[src/rtl/sram_test_sequencer.sv]
// Memory self-test sequencer: fills DEPTH words with a seeded pattern, reads them back
// through a READ_LAT-deep compare pipeline and reports error count and first failing address.
module sram_test_sequencer #(
    parameter int DATA_W   = 16,
    parameter int ADDR_W   = 11,
    parameter int DEPTH    = 128,
    parameter int READ_LAT = 1
) (
    input  logic              clock,
    input  logic              rst,
    input  logic              start_i,
    input  logic [1:0]        mode_i,
    input  logic [DATA_W-1:0] seed_i,
    output logic [ADDR_W-1:0] mem_addr_o,
    output logic [DATA_W-1:0] mem_wdata_o,
    output logic              mem_we_o,
    output logic              mem_re_o,
    input  logic [DATA_W-1:0] mem_rdata_i,
    output logic              busy_o,
    output logic              done_o,
    output logic              pass_o,
    output logic [ADDR_W:0]   err_count_o,
    output logic [ADDR_W-1:0] first_err_addr_o,
    output logic [2:0]        state_o
);

    typedef enum logic [2:0] {
        S_IDLE  = 3'd0,
        S_WRITE = 3'd1,
        S_TURN  = 3'd2,
        S_READ  = 3'd3,
        S_DRAIN = 3'd4,
        S_DONE  = 3'd5
    } state_t;

    localparam int CW = ADDR_W + 1;
    localparam logic [CW-1:0] LAST_ADDR  = CW'(DEPTH - 1);
    localparam logic [CW-1:0] LAST_DRAIN = CW'(READ_LAT - 1);
    localparam logic [CW-1:0] CNT_ONE    = CW'(1);
    localparam logic [ADDR_W:0] ERR_ONE  = (ADDR_W + 1)'(1);

    function automatic logic [DATA_W-1:0] pattern(input logic [1:0] m,
                                                  input logic [DATA_W-1:0] s,
                                                  input logic [ADDR_W-1:0] a);
        logic [DATA_W-1:0] ax;
        ax = DATA_W'(a);
        case (m)
            2'd0:    pattern = s - ax;
            2'd1:    pattern = s + ax;
            2'd2:    pattern = a[0] ? ~s : s;
            default: pattern = s ^ ax;
        endcase
    endfunction

    state_t            state_q, state_d;
    logic [CW-1:0]     cnt_q, cnt_d;
    logic [1:0]        mode_q, mode_d;
    logic [DATA_W-1:0] seed_q, seed_d;
    logic [ADDR_W:0]   err_q, err_d;
    logic [ADDR_W-1:0] ferr_q, ferr_d;

    logic [READ_LAT-1:0]             pv_q, pv_d;
    logic [READ_LAT-1:0][DATA_W-1:0] pe_q, pe_d;
    logic [READ_LAT-1:0][ADDR_W-1:0] pa_q, pa_d;

    logic [ADDR_W-1:0] addr;
    logic [DATA_W-1:0] addr_pat;
    logic              mismatch;

    // The counter doubles as the address; termination is by count so DEPTH==2^ADDR_W wraps cleanly.
    assign addr     = cnt_q[ADDR_W-1:0];
    assign addr_pat = pattern(mode_q, seed_q, addr);
    assign mismatch = pv_q[READ_LAT-1] && (mem_rdata_i != pe_q[READ_LAT-1]);

    genvar gi;
    generate
        for (gi = 0; gi < READ_LAT; gi++) begin : g_pipe
            if (gi == 0) begin : g_head
                assign pv_d[gi] = (state_q == S_READ);
                assign pe_d[gi] = addr_pat;
                assign pa_d[gi] = addr;
            end else begin : g_tail
                assign pv_d[gi] = pv_q[gi-1];
                assign pe_d[gi] = pe_q[gi-1];
                assign pa_d[gi] = pa_q[gi-1];
            end
        end
    endgenerate

    always_ff @(posedge clock) begin
        if (rst) begin
            state_q <= S_IDLE;
            cnt_q   <= '0;
            mode_q  <= '0;
            seed_q  <= '0;
            err_q   <= '0;
            ferr_q  <= '0;
            pv_q    <= '0;
            pe_q    <= '0;
            pa_q    <= '0;
        end else begin
            state_q <= state_d;
            cnt_q   <= cnt_d;
            mode_q  <= mode_d;
            seed_q  <= seed_d;
            err_q   <= err_d;
            ferr_q  <= ferr_d;
            pv_q    <= pv_d;
            pe_q    <= pe_d;
            pa_q    <= pa_d;
        end
    end

    always_comb begin
        state_d = state_q;
        cnt_d   = cnt_q;
        mode_d  = mode_q;
        seed_d  = seed_q;
        err_d   = err_q;
        ferr_d  = ferr_q;

        if (mismatch) begin
            if (err_q != '1) err_d = err_q + ERR_ONE;
            if (err_q == '0) ferr_d = pa_q[READ_LAT-1];
        end

        case (state_q)
            S_IDLE, S_DONE: begin
                if (start_i) begin
                    mode_d  = mode_i;
                    seed_d  = seed_i;
                    err_d   = '0;
                    ferr_d  = '0;
                    cnt_d   = '0;
                    state_d = S_WRITE;
                end
            end
            S_WRITE: begin
                if (cnt_q == LAST_ADDR) begin
                    cnt_d   = '0;
                    state_d = S_TURN;
                end else begin
                    cnt_d = cnt_q + CNT_ONE;
                end
            end
            S_TURN: begin
                cnt_d   = '0;
                state_d = S_READ;
            end
            S_READ: begin
                if (cnt_q == LAST_ADDR) begin
                    cnt_d   = '0;
                    state_d = S_DRAIN;
                end else begin
                    cnt_d = cnt_q + CNT_ONE;
                end
            end
            S_DRAIN: begin
                if (cnt_q == LAST_DRAIN) begin
                    cnt_d   = '0;
                    state_d = S_DONE;
                end else begin
                    cnt_d = cnt_q + CNT_ONE;
                end
            end
            default: begin
                cnt_d   = '0;
                state_d = S_IDLE;
            end
        endcase
    end

    always_comb begin
        mem_we_o         = (state_q == S_WRITE);
        mem_re_o         = (state_q == S_READ);
        mem_addr_o       = (mem_we_o || mem_re_o) ? addr : '0;
        mem_wdata_o      = mem_we_o ? addr_pat : '0;
        busy_o           = (state_q == S_WRITE) || (state_q == S_TURN) ||
                           (state_q == S_READ)  || (state_q == S_DRAIN);
        done_o           = (state_q == S_DONE);
        pass_o           = done_o && (err_q == '0);
        err_count_o      = err_q;
        first_err_addr_o = ferr_q;
        state_o          = state_q;
    end

endmodule

[config.mk]
export PLATFORM = sky130hd
export DESIGN_NAME = sram_test_sequencer
export DESIGN_NICKNAME = d
export VERILOG_FILES = /design/src/rtl/sram_test_sequencer.sv
export SDC_FILE = /design/constraint.sdc
export NUM_CORES = 1
export LEC_CHECK = 0
export ABC_AREA = 0
export CAP_MARGIN = 20
export CORE_MARGIN = 5
export CORE_UTILIZATION = 50
export CTS_BUF_LIST = sky130_fd_sc_hd__clkbuf_4 sky130_fd_sc_hd__clkbuf_8 sky130_fd_sc_hd__clkbuf_16
export CTS_CLUSTER_SIZE = 12
export DETAILED_ROUTE_END_ITERATION = 12
export MAX_ROUTING_LAYER = met4
export PLACE_DENSITY = 0.77
export SYNTH_ARGS = -nofsm -noshare
export SYNTH_HDL_FRONTEND = slang
export SYNTH_SLANG_ARGS = --single-unit
[constraint.sdc]
create_clock -name clock -period 6.05 [get_ports clock]
set_input_delay 0.605 -clock clock [delete_from_list [all_inputs] [get_ports clock]]
set_output_delay 0.605 -clock clock [all_outputs]
set_load 0.005 [all_outputs]
==> flow_metrics.tcl <==
set metrics [dict create \
    p_leak_nw 2.22 \
    synth_edf_count 0 \
    post_cts_buffers 0 \
    syn_nets 690 \
    fin_crit_sh 0.875 \
    grt_pass1_vias 4359 \
    antenna_left 0 \
    synth_mux_area_frac 0.0325 \
    worstSetupStartpointType "flop" \
    setup-violations-final 0 \
    antenna_found_initial 0 \
    vias 4721 \
    grt_pass1_wl_mm 22.6 \
    relSlewSlack 0.345 \
    drv_slew 0 \
    root_buffer "clkbuf_8" \
    synth-xor-area-share 0.115 \
    setup_tns_ns 0 \
    synthTopCellsByArea "dfxtp_1 34%, xnor2_1 8.3%, nor2_1 6.6%" \
    synth_compound_area_frac 0.147 \
    switching_share 0.320 \
    fin_nets 764 \
    drc 0 \
    cts.reportedPaths.clkPinSlew_ns 0.09 \
    vias_per_cell 5.59 \
    clockPowerShare 0.295 \
    clock_skew_ns 0.0142 \
    dieHeight_um 110 \
    cts_buffers 9 \
    cpPeakStageDelay_ns 0.55 \
    fin_crit_ns 5.29 \
    die_x_um 110 \
    crit_type "reg -> out" \
    rsz0062_at_grt "no" \
    grt_start_max_net_pins 55 \
    cts_hold_buffers 0 \
    p_comb_frac 0.244 \
    crit_path_top_delay_cell "clkdlybuf4s50_1" \
    powerDensity_nw_per_um2 210 \
    synth-simple-area-share 0.271 \
    wl_per_cell_um 16.8 \
    internal_power_mw 0.880 \
    drtIter0Drc 256 \
    fillers 852 \
    maxCapViolations 0 \
    ys_warn_count 0 \
    cp.arrival_ns 4.69 \
    final_layout_size_suffix_gt1_frac 0.0534 \
    vdd_drop_max_mv 0.106 \
    pwr-share-seq 0.462 \
    worst-path-buf-inv 2 \
    fmax_ghz 0.189 \
    initial_utilization 0.511 \
    gp_congestion 0.939 \
    syn_to_final_growth_pct 24.2 \
    netlist_area_sq_um 4970 \
    antenna_cells 0 \
    path_delay_family "compound AO/OA/AOI/OAI gates" \
    port_buffers 94 \
    dieArea_sq_um 12000 \
    ys_types 59 \
    firstDrtPassIters 5 \
    fin_util 0.634 \
    hold_viol 0 \
    regArea_sq_um 1680 \
    core_sq_um 9730 \
    hold_path_class "reg -> reg" \
    multiInputGateArea_sq_um 3070 \
    synth_fa_ha_area_frac 0.0519 \
    clkSinkCount 84 \
    worstMarginPinSlew_ns 0.983 \
    grt_usage 0.249 \
    clockBufferDepth 2 \
    insertion_delay_ns 0.37 \
    cp.required_ns 5.44 \
    ys_seq_area_frac 0.339 \
    ys_ff_latch 84 \
    p_sw_mw 0.414 \
    path_max_fanout 10 \
    ys.flop_type "dfxtp_1" \
    pin_count 95 \
    tritoncts "yes" \
    cp-end-kind "output port" \
    synthesis.instances 633 \
    status "finished clean" \
    synth_area_per_cell_sq_um 7.85 \
    crit_chain "inv_1 -> ha_1 -> nor3b_1 -> nand2_1 -> o21ai_0 -> xnor2_1 -> ha_1 -> a21oi_1 -> o211ai_1 -> and4_4 -> a311o_1 -> or3_1 -> a21oi_1 -> clkdlybuf4s50_1" \
    overflow 0 \
    cts_htree_levels 3 \
    yosysTopAreaCell "dfxtp_1" \
    synth_top_area_frac 0.339 \
    routed_wirelength_mm 14.2 \
    rows 36 \
    synthMostInstantiatedCell "nor2_1" \
    yosys-top-cells-count "87 x nor2_1, 84 x dfxtp_1, 71 x nand2_1, 58 x a21oi_1, 47 x xnor2_1" \
    hpwl_mm 10.7 \
    synth_top_family_by_area "simple AND/OR/NAND/NOR gates" \
    async_reset_ff_frac 0 \
    cts_resized 0 \
]
[power groups by stage]
| stage | registers [mW] | clock network (mW) | logic, mW |
|---|---|---|---|
| after floorplan | 0.602 | 0 | 0.208 |
| after global placement | 0.609 | 0 | 0.308 |
| after detailed placement | 0.610 | 0 | 0.312 |
| after CTS | 0.597 | 0.393 | 0.314 |
| after global routing | 0.600 | 0.413 | 0.349 |
| final | 0.597 | 0.382 | 0.315 |
[layer usage]
metal | track usage | routed length, um | part of all wire | vias up
li1 | - | - | - | 2325
met1 | 0.318 | 6140 | 0.43 | 2208
met2 | 0.405 | 6780 | 0.48 | 168
met3 | 0.0370 | 1040 | 0.073 | 20
met4 | 0.0846 | 242 | 0.017 | 0
met5 | - | 0 | 0 | -
[logic make-up (layout without fill, tap and decap cells)]
kind of cell,Yosys count,in the layout
AOI/OAI and AO/OA,119,119
xor gates and xnor gates,65,65
adders and majority gates,20,20
buffers and inverters,56,135
DFF,84,84
muxes,16,16
and+or+nand+nor,273,273
[registers in the layout, summed over array words and instances (netlist names)]
register	count
pa_q	11
seed_q	16
pe_q	16
pv_q	1
err_count_o	12
mode_q	2
first_err_addr_o	11
state_o	3
cnt_q	12
[worst paths after layout]
check	startpoint	endpoint	slack, ns	cells past startpoint
worst max-delay path	cnt_q[0]	mem_wdata_o[15]	0.76	14
worst max register to register	cnt_q[0]	pe_q[15]	2.21	13
worst min-delay path	seed_q[0]	seed_q[0]	0.48	2
worst min register to register	seed_q[0]	seed_q[0]	0.48	2
[through the flow]
stage	instance area [sq um]	hold WS [ns]	setup WS, ns	instances	total power, mW
after floorplan	4970	0.440	2.19	633	0.810
after global placement	5970	0.446	1.33	828	0.918
after detailed placement	5970	0.457	1.27	828	0.922
after CTS	6160	0.481	0.844	844	1.30
after global routing	6170	0.521	0.285	845	1.36
final	6170	0.481	0.756	845	1.29
[area by class of cell]
cell class | count | area share
clock inverter | 6 | 0.00770
tap | 133 | 0.0270
inverter | 17 | 0.0103
timing repair buffer | 102 | 0.162
sequential | 84 | 0.273
clock buffer | 10 | 0.0223
multi-input combinational | 493 | 0.498
[placed cells by master (no fill, tap or decap), types with 7 or more instances in the layout]
cell type / count
nand3_1: 15
buf_4: 7
nor3_1: 15
o21ai_0: 24
nand2b_1: 7
clkdlybuf4s50_1: 93
nand2_1: 71
clkbuf_8: 10
xor2_1: 18
xnor2_1: 47
mux2i_1: 15
dfxtp_1: 84
nor4_1: 10
and2_1: 12
inv_1: 16
a21oi_1: 58
nand4_1: 12
nor2b_1: 14
nor2_1: 87
ha_1: 19
[worst min-delay path: cells and delay by family (launching register included)]
kind,cells,cell delay (ns)
and+or+nand+nor,1,0.06
DFF,1,0.33
AOI/OAI and AO/OA,1,0.06
Power figures use the tool's default switching activity.
